## config.mk

```make
export PLATFORM = sky130hd
export DESIGN_NAME = distance_accum_4cen
export DESIGN_NICKNAME = d
export VERILOG_FILES = /design/src/rtl/distance_accum_4cen.sv
export SDC_FILE = /design/constraint.sdc
export NUM_CORES = 1
export LEC_CHECK = 0
export CORE_UTILIZATION = 44
export CTS_CLUSTER_DIAMETER = 60
export DETAILED_ROUTE_END_ITERATION = 10
export GPL_ROUTABILITY_DRIVEN = 0
export PLACE_DENSITY = 0.67
export SKIP_LAST_GASP = 1
export SYNTH_ARGS = -nofsm -noshare
export SYNTH_HDL_FRONTEND = slang
export SYNTH_SLANG_ARGS = --single-unit
export TNS_END_PERCENT = 100
```

## constraint.sdc

```tcl
create_clock -name clk -period 10.35 [get_ports clk]
set_input_delay 2.07 -clock clk [delete_from_list [all_inputs] [get_ports clk]]
set_output_delay 2.07 -clock clk [all_outputs]
set_load 0.1 [all_outputs]
```

## src/rtl/distance_accum_4cen.sv

```systemverilog
// distance_accum_4cen
//   Streams DIM elements of an input vector x together with the matching
//   elements of four centroids and accumulates the L1 distance of x to each
//   centroid in parallel. Accumulators saturate at 16'hFFFF. The result is
//   held on d_* with a valid/ready handshake until downstream consumes it.
//
// Ports
//   clk        rising-edge clock
//   rst_n      synchronous active-low reset
//   start      begin a new computation (honoured only in IDLE)
//   in_valid   x / mu_* carry a valid element this cycle
//   in_ready   block accepts an element this cycle (ACCUM)
//   x          input-vector element, unsigned 16 bit
//   mu_00..11  current element of centroids 0..3, unsigned 16 bit
//   elem_idx   index of the element expected next
//   out_valid  d_* hold a completed result (DONE)
//   out_ready  downstream consumes the result
//   d_00..11   L1 distance of x to centroids 0..3
module distance_accum_4cen #(
  parameter int unsigned DIM = 16
) (
  input  logic        clk,
  input  logic        rst_n,
  input  logic        start,
  input  logic        in_valid,
  output logic        in_ready,
  input  logic [15:0] x,
  input  logic [15:0] mu_00,
  input  logic [15:0] mu_01,
  input  logic [15:0] mu_10,
  input  logic [15:0] mu_11,
  output logic [7:0]  elem_idx,
  output logic        out_valid,
  input  logic        out_ready,
  output logic [15:0] d_00,
  output logic [15:0] d_01,
  output logic [15:0] d_10,
  output logic [15:0] d_11
);

  typedef enum logic [1:0] {
    IDLE  = 2'd0,
    ACCUM = 2'd1,
    DONE  = 2'd2
  } state_t;

  localparam logic [7:0] LAST_IDX = 8'(DIM - 1);

  state_t      state;
  state_t      state_next;
  logic [15:0] acc [4];
  logic [15:0] mu  [4];
  logic        beat;
  logic        last_beat;

  assign mu[0] = mu_00;
  assign mu[1] = mu_01;
  assign mu[2] = mu_10;
  assign mu[3] = mu_11;

  assign beat      = (state == ACCUM) && in_valid;
  assign last_beat = beat && (elem_idx == LAST_IDX);

  // |xv - mv| is formed on 17 bits so x < mu yields a negative value that is
  // negated back to a magnitude (always <= 16'hFFFF). The 17-bit sum carries
  // into bit 16 exactly when the 16-bit accumulator would overflow; a value
  // already at 16'hFFFF therefore stays there for any further addend.
  function automatic logic [15:0] sat_accum(input logic [15:0] acc_in,
                                            input logic [15:0] xv,
                                            input logic [15:0] mv);
    logic [16:0] diff;
    logic [16:0] mag;
    logic [16:0] sum;
    diff = {1'b0, xv} - {1'b0, mv};
    mag  = diff[16] ? (~diff + 17'd1) : diff;
    sum  = {1'b0, acc_in} + mag;
    return sum[16] ? 16'hFFFF : sum[15:0];
  endfunction

  // State register
  always_ff @(posedge clk) begin
    if (!rst_n) state <= IDLE;
    else        state <= state_next;
  end

  // Next-state logic
  always_comb begin
    state_next = state;
    case (state)
      IDLE:    if (start)     state_next = ACCUM;
      ACCUM:   if (last_beat) state_next = DONE;
      DONE:    if (out_ready) state_next = IDLE;
      default:                state_next = IDLE;
    endcase
  end

  // Outputs decode the state register only, so no input reaches an output
  // without passing through a flop.
  always_comb begin
    in_ready  = (state == ACCUM);
    out_valid = (state == DONE);
  end

  // Accumulators and element index. elem_idx stops at LAST_IDX on the final
  // beat and holds there through DONE and IDLE until the next start.
  always_ff @(posedge clk) begin
    if (!rst_n) begin
      for (int unsigned k = 0; k < 4; k++) acc[k] <= '0;
      elem_idx <= '0;
    end else if ((state == IDLE) && start) begin
      for (int unsigned k = 0; k < 4; k++) acc[k] <= '0;
      elem_idx <= '0;
    end else if (beat) begin
      for (int unsigned k = 0; k < 4; k++) acc[k] <= sat_accum(acc[k], x, mu[k]);
      if (elem_idx != LAST_IDX) elem_idx <= elem_idx + 8'd1;
    end
  end

  assign d_00 = acc[0];
  assign d_01 = acc[1];
  assign d_10 = acc[2];
  assign d_11 = acc[3];

endmodule
```

Word level (Yosys, flattened, before mapping)
Memory sizes are Yosys's and may differ from the RTL's.
Index checks and enable logic that the tools add are counted.
- bits in registers: 10
- RAM bits: 64
- bits of input ports: 85
- output and inout port bits: 74
- word-level logic and storage cells: 71
- memories kept: 1
- add/subtract/negate cells: 13
- eq/ne operators: 7
- muxes and demuxes: 28
- bitwise logic cells: 13
- reductions and logical operators: 7
- memory list (memory ; depth ; width ; rd ports ; clocked after memory_dff ; wr ports ; RTL line ; text):
    acc ; 4 ; 16 ; 4 ; 0 ; 4 ; 51 ; logic [15:0] acc [4];
- operator list (kind ; number):
    $mux W16 ; 12
    $add A16 B17 Y17 ; 4
    $add A17 B1 Y17 const B ; 4
    $mux W17 ; 4
    $not A17 Y17 ; 4
    $sub A16 B16 Y17 ; 4
    $add A8 B1 Y8 const B ; 1
    $eq A8 B4 Y1 const B ; 1
    $mux W1 ; 8
    $ne A8 B4 Y1 const B ; 1
    $or A1 B1 Y1 ; 8
    $mux W2 ; 3
    $pmux W2 S3 ; 1
    $ne A2 B1 Y1 const B ; 2
    $logic_and A1 B1 Y1 ; 3
    $reduce_and A3 Y1 ; 1
    $eq A2 B1 Y1 const B ; 1
    $eq A2 B2 Y1 const B ; 1
    $logic_not A2 Y1 ; 1
    $ne A2 B2 Y1 const B ; 1
    $reduce_and A2 Y1 ; 1
    $reduce_or A2 Y1 ; 1
    $not A1 Y1 ; 1

Longest topological paths before layout
Gate-level depths: netlist of run 1.
- word-level depth: 7
- gate-level depth with buffers: 23
- gate-level depth less buffers: 22

Worst setup path after synthesis of run 1
OpenSTA, ideal clock, no wires.
- kind: in2reg
- start point: in x[0]
- end point: mem acc[3][10], data pin
- library setup time: 0.270 ns
- data arrival time: 6.603 ns
- slack: 3.477 ns
- cell stages on the path: 21
- buffers on the path: 2
- path through: inv_1 ha_1 fa_1 nand2b_1 a21oi_1 o2111a_1 nor4b_1 o31a_1 clkbuf_1 mux2i_1 fa_1 a211o_1 a21oi_1 o21ai_0 a21oi_1 o21ai_0 a211oi_1 o21ai_0 xor2_1 clkbuf_1 a21oi_1
- RTL lines (what ; RTL line ; text):
    from (decl) ; 27 ; input logic [15:0] x,
    to (decl) ; 51 ;

==> results.md, run 1 <==
- Status: complete, no violations
- I/O Buffers: 158
- Total Wirelength: 29200 um
- Final Hold Viols: 0
- Share of layout cells above drive strength 1: 3.55%
- Setup bufs post-CTS: 0
- Post-synth top cells: 137 x ha_1, 130 x nor2_1, 129 x a21oi_1, 107 x nand2_1, 103 x inv_1
- Synth Cell Area: 10900 um^2
- Clock skew: 0.00831 ns
- YS warnings: 0
- Wire per inst: 15.6 um
- Sequential share of power: 17.6%
- Post-Place Cells: 1859
- Drt via density: 5.63
- Pwr/cell area: 167 nW/um^2
- I/O pins: 159
- First-pass GRT wire length: 47600 um
- Initial antenna violation count: 3
- Seq/Total Area, Yosys: 18.0%
- Int Pwr: 0.00111 W
- Full die area: 25400 um^2
- Area contributors post-synth: ha_1 16%, edfxtp_1 13%, xnor2_1 6.7%
- Synth Instances: 1407
- Most used DFF post-synth: edfxtp_1
- P&R area growth vs syn: 20.5%
- Vert. Die Dim: 159 um
- Critical path capture point type: register
- Sw power: 0.00109 W
- Met3 WL: 1540 um
- Final critical-path share of the clock period: 77.7%
- Leak: 5.80 nW
- Via count: 10.6k
- WS Path Type: primary input to register
- Worst-Margin Slew: 1.17 ns
- Worst vdd ir: 0.0899 mV
- Fmax: 0.124 GHz
- HPWL Detailed: 23400 um
- CTS buffer count: 9
- TritonCTS clock tree: built
- Max Transition Viols Final: 0
- HP Class: register to register
- First drt pass iteration count: 5
- ANT nets after route: 0
- Clock Latency Late Sink: 0.35 ns
- Post-CTS sizing: 0
- Fillers: 2325
- Number of hold-repair buffers added at the cts stage: 0
- Die width: 159 um
- Slew headroom: 21.9%
- Clk sinks: 74
- Remaining DRCs: 0
- Layout Cells excl Fill: 1877
- All-Layer GR Usage: 22.8%
- EDFF count, synth: 48
- DRT iter0 DRCs: 686
- CP Max Fanout: 11
- Combinational power share: 66.9%
- Setup TNS: 0 ns
- DRT met1 WL: 13800 um
- Kind of start point of the critical path: primary input
- Clock share of power: 15.5%
- Switching share of total power: 49.5%
- Biggest area consumer among synthesized cells: ha_1
- Post-route minimum period: 8.04 ns
- WL met2: 13200 um
- Data arrival, critical path: 8.26 ns
- Number of global-route vias before repair: 9684
- Max Cap Violations: 0
- Synth top area share: 15.7%
- Largest net degree at the start of global routing: 39
- RSZ-0062 raised after global routing: false
- Async SR Flop Fraction: 0%
- Site Rows: 57
- Clock buffer depth: 2
- Required @ worst endpoint: 10.57 ns
- Top Layer Used: met5
- Root Driver: clkbuf_16
- Setup violators final: 0
- Register bit total from synthesis: 74
- Top-count cell post-synth: ha_1
- Avg Cell Area, Syn: 7.75 um^2
- Hold WS: 0.533 ns
- Clk slew on worst S/H paths: 0.06 ns
- Syn nets: 1637
- Starting Density: 44.8%
- Placeable Area: 24300 um^2
- Count of unique library cells instantiated by Yosys: 75
- Multi-input logic area: 8400 um^2
- H-tree levels: 3
- Remaining global-route overflow: 0
- Register area: 1960 um^2
- Nets: 1776
-- worst max-delay path, stage by stage --
cell	delay (ns)
clkdlybuf4s50_1	0.55
inv_1	0.35
fa_1	0.32
nor2b_4	0.05
o31a_1	0.30
o311ai_2	0.40
nand2_1	0.16
a221oi_1	0.49
o21ai_1	0.39
nor2_1	0.18
a21oi_1	0.09
fa_1	0.47
a21oi_1	0.26
o211ai_1	0.14
a31oi_1	0.32
o211a_1	0.27
o211ai_1	0.09
a21o_1	0.23
o211ai_1	0.52
a21boi_0	0.47
nand3b_1	0.12
-- power by group through the flow --
stage / Combinational [W] / Clock [W] / Sequential (W)
finish: 0.00147 / 0.000341 / 0.000386
floorplan: 0.000922 / 0 / 0.000625
detailed placement: 0.00145 / 0 / 0.000393
global route: 0.00162 / 0.000357 / 0.000392
global placement: 0.00143 / 0 / 0.000392
CTS: 0.00146 / 0.000347 / 0.000387
-- through the flow --
stage	setup WS [ns]	power [W]	instance area (um^2)	util, %
detailed placement	1.92	0.00185	12800	52.7
floorplan	3.48	0.00155	10900	-
CTS	2.27	0.00220	13100	54.0
global route	1.76	0.00237	13100	54.0
finish	2.31	0.00220	13100	54.0
global placement	2.14	0.00182	12800	52.7
-- layer usage --
| metal | global-route usage, % | vias to the layer above |
|---|---|---|
| met5 | 0 | - |
| met4 | 6.51 | 4 |
| met3 | 3.65 | 38 |
| met2 | 37.3 | 253 |
| met1 | 31.0 | 4841 |
| li1 | - | 5435 |
-- flip-flops by register name, indices dropped and copies added, names as in the netlist --
name      cells
elem_idx      8
acc          64
state         2
-- cells by family after synthesis --
family / share of synthesized area (%)
simple gates: 21.7
compound gates: 25.3
xor+xnor: 12.0
fa+ha+maj: 17.2
buf+inv: 4.99
flops: 18.0
mux: 0.769
-- final cells by class --
cell class / instances / area share, %
Timing Repair Buffer: 167 / 12.6
Clock buffer: 12 / 2.29
Multi-Input combinational cell: 1191 / 64.0
Clock inverter: 4 / 0.210
Sequential cell: 74 / 14.9
Inverter: 103 / 2.94
Tap cell: 324 / 3.09
Antenna cell: 2 / 0.0381
-- cells in the final DEF, fill, tap and decap left out, types with 26 or more instances in the layout --
cell | netlist | final
clkdlybuf4s50_1 | 0 | 158
ha_1 | 137 | 137
nor2_1 | 130 | 130
a21oi_1 | 129 | 129
nand2_1 | 107 | 107
inv_1 | 103 | 103
xnor2_1 | 84 | 84
o21ai_0 | 81 | 80
xor2_1 | 66 | 66
nor3_1 | 55 | 55
edfxtp_1 | 48 | 48
nand3_1 | 35 | 35
a21o_1 | 32 | 32
o21a_1 | 29 | 29
dfxtp_1 | 26 | 26
-- worst paths after layout --
check	startpoint	to	slack, ns	cells past startpoint
max	x[1]	acc[2][10]	2.31	21
min	elem_idx[6]	elem_idx[6]	0.53	2
max reg2reg	acc[3][0]	acc[3][2]	6.55	11
min reg2reg	elem_idx[6]	elem_idx[6]	0.53	2
(Power assumes the default switching activity.)
==> run 2, diff against run 1 <==
==> constraint.sdc (replaced) <==
create_clock -name clk -period 8.3 [get_ports clk]
set_input_delay 1.66 -clock clk [delete_from_list [all_inputs] [get_ports clk]]
set_output_delay 1.66 -clock clk [all_outputs]
set_load 0.1 [all_outputs]
==> run 2 against run 1 <==
Compared with the run above: first-iteration DRC count down 0.44%; critical path type unchanged; via count up 0.68%; total power up 25%; sequential power up 25%; register-to-register slack worse by 1.8 ns; design area up 0.38%; combinational power up 25%; final cell count up 0.32%; hold slack worse by 0.0026 ns; sequential cell count unchanged.
==> results.md, run 2 (synthesized netlist as in run 1, its figures left out) <==
- Status: complete, no violations (unchanged)
- I/O Buffers: 158 (unchanged)
- First drt pass iteration count: 5 (unchanged)
- Worst-case reg-to-reg path depth: 10 (was 11)
- R2R Setup Slk: 4.77 ns (was 6.55 ns)
- Max FFs per register: 64 (unchanged)
- WS Path Type: primary input to register (unchanged)
- HPWL Detailed: 23200 um (was 23400 um)
- Pwr/cell area: 209 nW/um^2 (was 167 nW/um^2)
- CP Max Fanout: 9 (was 11)
- Slew headroom: 28.7% (was 21.9%)
- Placeable Area: 24300 um^2 (unchanged)
- Post-CTS sizing: 0 (unchanged)
- R2R Path End: acc[0][5] (was acc[3][2])
- CP max stage cell: o21ai_0 (was clkdlybuf4s50_1)
- Die width: 159 um (unchanged)
- Clock buffer depth: 2 (unchanged)
- Hold path depth: 1 (was 2)
- HP Class: register to register (unchanged)
- Clock skew: 0.00716 ns (was 0.00831 ns)
- Site Rows: 57 (unchanged)
- Max Cap Violations: 0 (unchanged)
- Fmax: 0.138 GHz
- Crit. Startpoint: x[0] (was x[1])
- Clk sinks: 74 (unchanged)
- Remaining DRCs: 0 (unchanged)
- Wire per inst: 15.5 um (was 15.6 um)
- Critical path capture point type: register (unchanged)
- Initial antenna violation count: 3 (unchanged)
- TritonCTS clock tree: built (unchanged)
- First-pass GRT wire length: 47400 um (was 47600 um)
- Final critical-path share of the clock period: 87.5%
- All-Layer GR Usage: 22.7% (was 22.8%)
- P&R area growth vs syn: 21.0% (was 20.5%)
- Max Transition Viols Final: 0 (unchanged)
- Total Wirelength: 29200 um (about the same)
- Required @ worst endpoint: 8.40 ns (was 10.57 ns)
- Drt via density: 5.65 (was 5.63)
- DRT iter0 DRCs: 683 (was 686)
- Reg with most FFs: acc (unchanged)
- Worst-Margin Slew: 1.06 ns (was 1.17 ns)
- Largest registers: acc x64, elem_idx x8, state x2 (unchanged)
- Setup violators final: 0 (unchanged)
- Largest net degree at the start of global routing: 39 (unchanged)
- Kind of start point of the critical path: primary input (unchanged)
- Via count: 10.6k (about the same)
- Clock Latency Late Sink: 0.35 ns (about the same)
- Post-route minimum period: 7.27 ns
- Vert. Die Dim: 159 um (unchanged)
- Number of global-route vias before repair: 9730 (was 9684)
- ANT nets after route: 0 (unchanged)
- Root Driver: clkbuf_16 (unchanged)
- Worst R2R Start: acc[0][3] (was acc[3][0])
- RSZ-0062 raised after global routing: false (unchanged)
- Final Hold Viols: 0 (unchanged)
- I/O pins: 159 (unchanged)
- H-tree levels: 3 (unchanged)
- Number of hold-repair buffers added at the cts stage: 0 (unchanged)
- Nets: 1783 (was 1776)
- CTS buffer count: 9 (unchanged)
- Clk slew on worst S/H paths: 0.06 ns (about the same)
- Setup TNS: 0 ns (unchanged)
- Leak: 5.84 nW (was 5.80 nW)
- Starting Density: 44.8% (unchanged)
- Worst vdd ir: 0.110 mV (was 0.0899 mV)
- Worst setup path end: acc[0][5] (was acc[2][10])
- Full die area: 25400 um^2 (unchanged)
- Hold Startpoint: state[0] (was elem_idx[6])
- Commonest non-fill, non-tap cells in the layout: 158 x clkdlybuf4s50_1, 137 x ha_1, 130 x nor2_1, 129 x a21oi_1, 107 x nand2_1 (unchanged)
- Data arrival, critical path: 7.37 ns (was 8.26 ns)
- Setup bufs post-CTS: 0 (unchanged)
- CP max stage delay: 0.84 ns (was 0.55 ns)
- Remaining global-route overflow: 0 (unchanged)
- Final core area utilization: 54.2% (was 54.0%)
- Commonest non-fill, non-tap cell in the layout: clkdlybuf4s50_1 (unchanged)
- Critical Path, Cell by Cell: clkdlybuf4s50_1, inv_1, ha_1, fa_1, nor2b_1, o31ai_1, a21oi_1, o21ai_0, a31o_2, a21o_1, nand2_1, xnor2_1, ha_1, o21a_1, a21boi_0, o31ai_1, o211ai_1, o21a_1, o21ai_0, buf_4, and4_1, nor3_1 (was clkdlybuf4s50_1, inv_1, fa_1, nor2b_4, o31a_1, o311ai_2, nand2_1, a221oi_1, o21ai_1, nor2_1, a21oi_1, fa_1, a21oi_1, o211ai_1, a31oi_1, o211a_1, o211ai_1, a21o_1, o211ai_1, a21boi_0, nand3b_1)
- Share of layout cells above drive strength 1: 3.98% (was 3.55%)
## run 2: where the power goes
group,switching (W),total (W),internal (W)
registers,0.0000380,0.000481,0.000443
clock network,0.000172,0.000430,0.000258
logic,0.00115,0.00184,0.000689
total,0.00136,0.00275,0.00139
## run 2: layer usage
layer	track usage (%)	up-vias	part of all wire (%)
met5	0	-	0.079
met4	7.95	4	2.9
met3	3.10	46	5.2
met2	36.9	276	44
met1	30.6	4870	48
li1	-	5447	-
## run 2: per-stage QoR
step / total power, W / instance area (um^2) / worst slack [ns] / std cells / hold WS (ns)
5_1_grt: 0.00296 / 13200 / 0.541 / 1882 / 0.558
2_1_floorplan: 0.00193 / 10900 / 1.84 / 1407 / 0.483
3_3_place_gp: 0.00229 / 12900 / 0.866 / 1866 / 0.513
6_report: 0.00275 / 13200 / 1.03 / 1883 / 0.531
4_1_cts: 0.00275 / 13200 / 1.09 / 1882 / 0.531
3_5_place_dp: 0.00231 / 12900 / 0.726 / 1866 / 0.519
## run 2: worst max-delay path, delay by kind of cell
kind / cells / cell delay (ns)
adder cells (fa/ha/maj): 3 / 0.86
XOR/XNOR: 1 / 0.14
AO/OA/AOI/OAI: 11 / 3.33
AND/OR/NAND/NOR: 4 / 0.42
buffers and inverters: 3 / 0.96
## run 2: final cells by class
| type | count | area (um^2) |
|---|---|---|
| sequential | 74 | 1960 |
| multi-input combinational | 1191 | 8400 |
| antenna | 1 | 2.50 |
| fill | 2290 | 11100 |
| tap | 324 | 405 |
| clock inverter | 4 | 27.5 |
| timing repair buffer | 174 | 1700 |
| inverter | 103 | 387 |
| clock buffer | 12 | 300 |
## run 2: worst min-delay path by stage
stage               endpoint
global placement    state[0]
finish              state[0]
floorplan           state[0]
global route        state[0]
detailed placement  state[0]
CTS                 state[0]
==> run 3, diff against run 2 <==
--- a/config.mk
+++ b/config.mk
@@ -6,7 +6,6 @@
 export NUM_CORES = 1
 export LEC_CHECK = 0
 export CORE_UTILIZATION = 44
-export CTS_CLUSTER_DIAMETER = 60
 export DETAILED_ROUTE_END_ITERATION = 10
 export GPL_ROUTABILITY_DRIVEN = 0
 export PLACE_DENSITY = 0.67
==> results of run 3 <==
Final layout, timing and power as in run 2 (identical DEF).
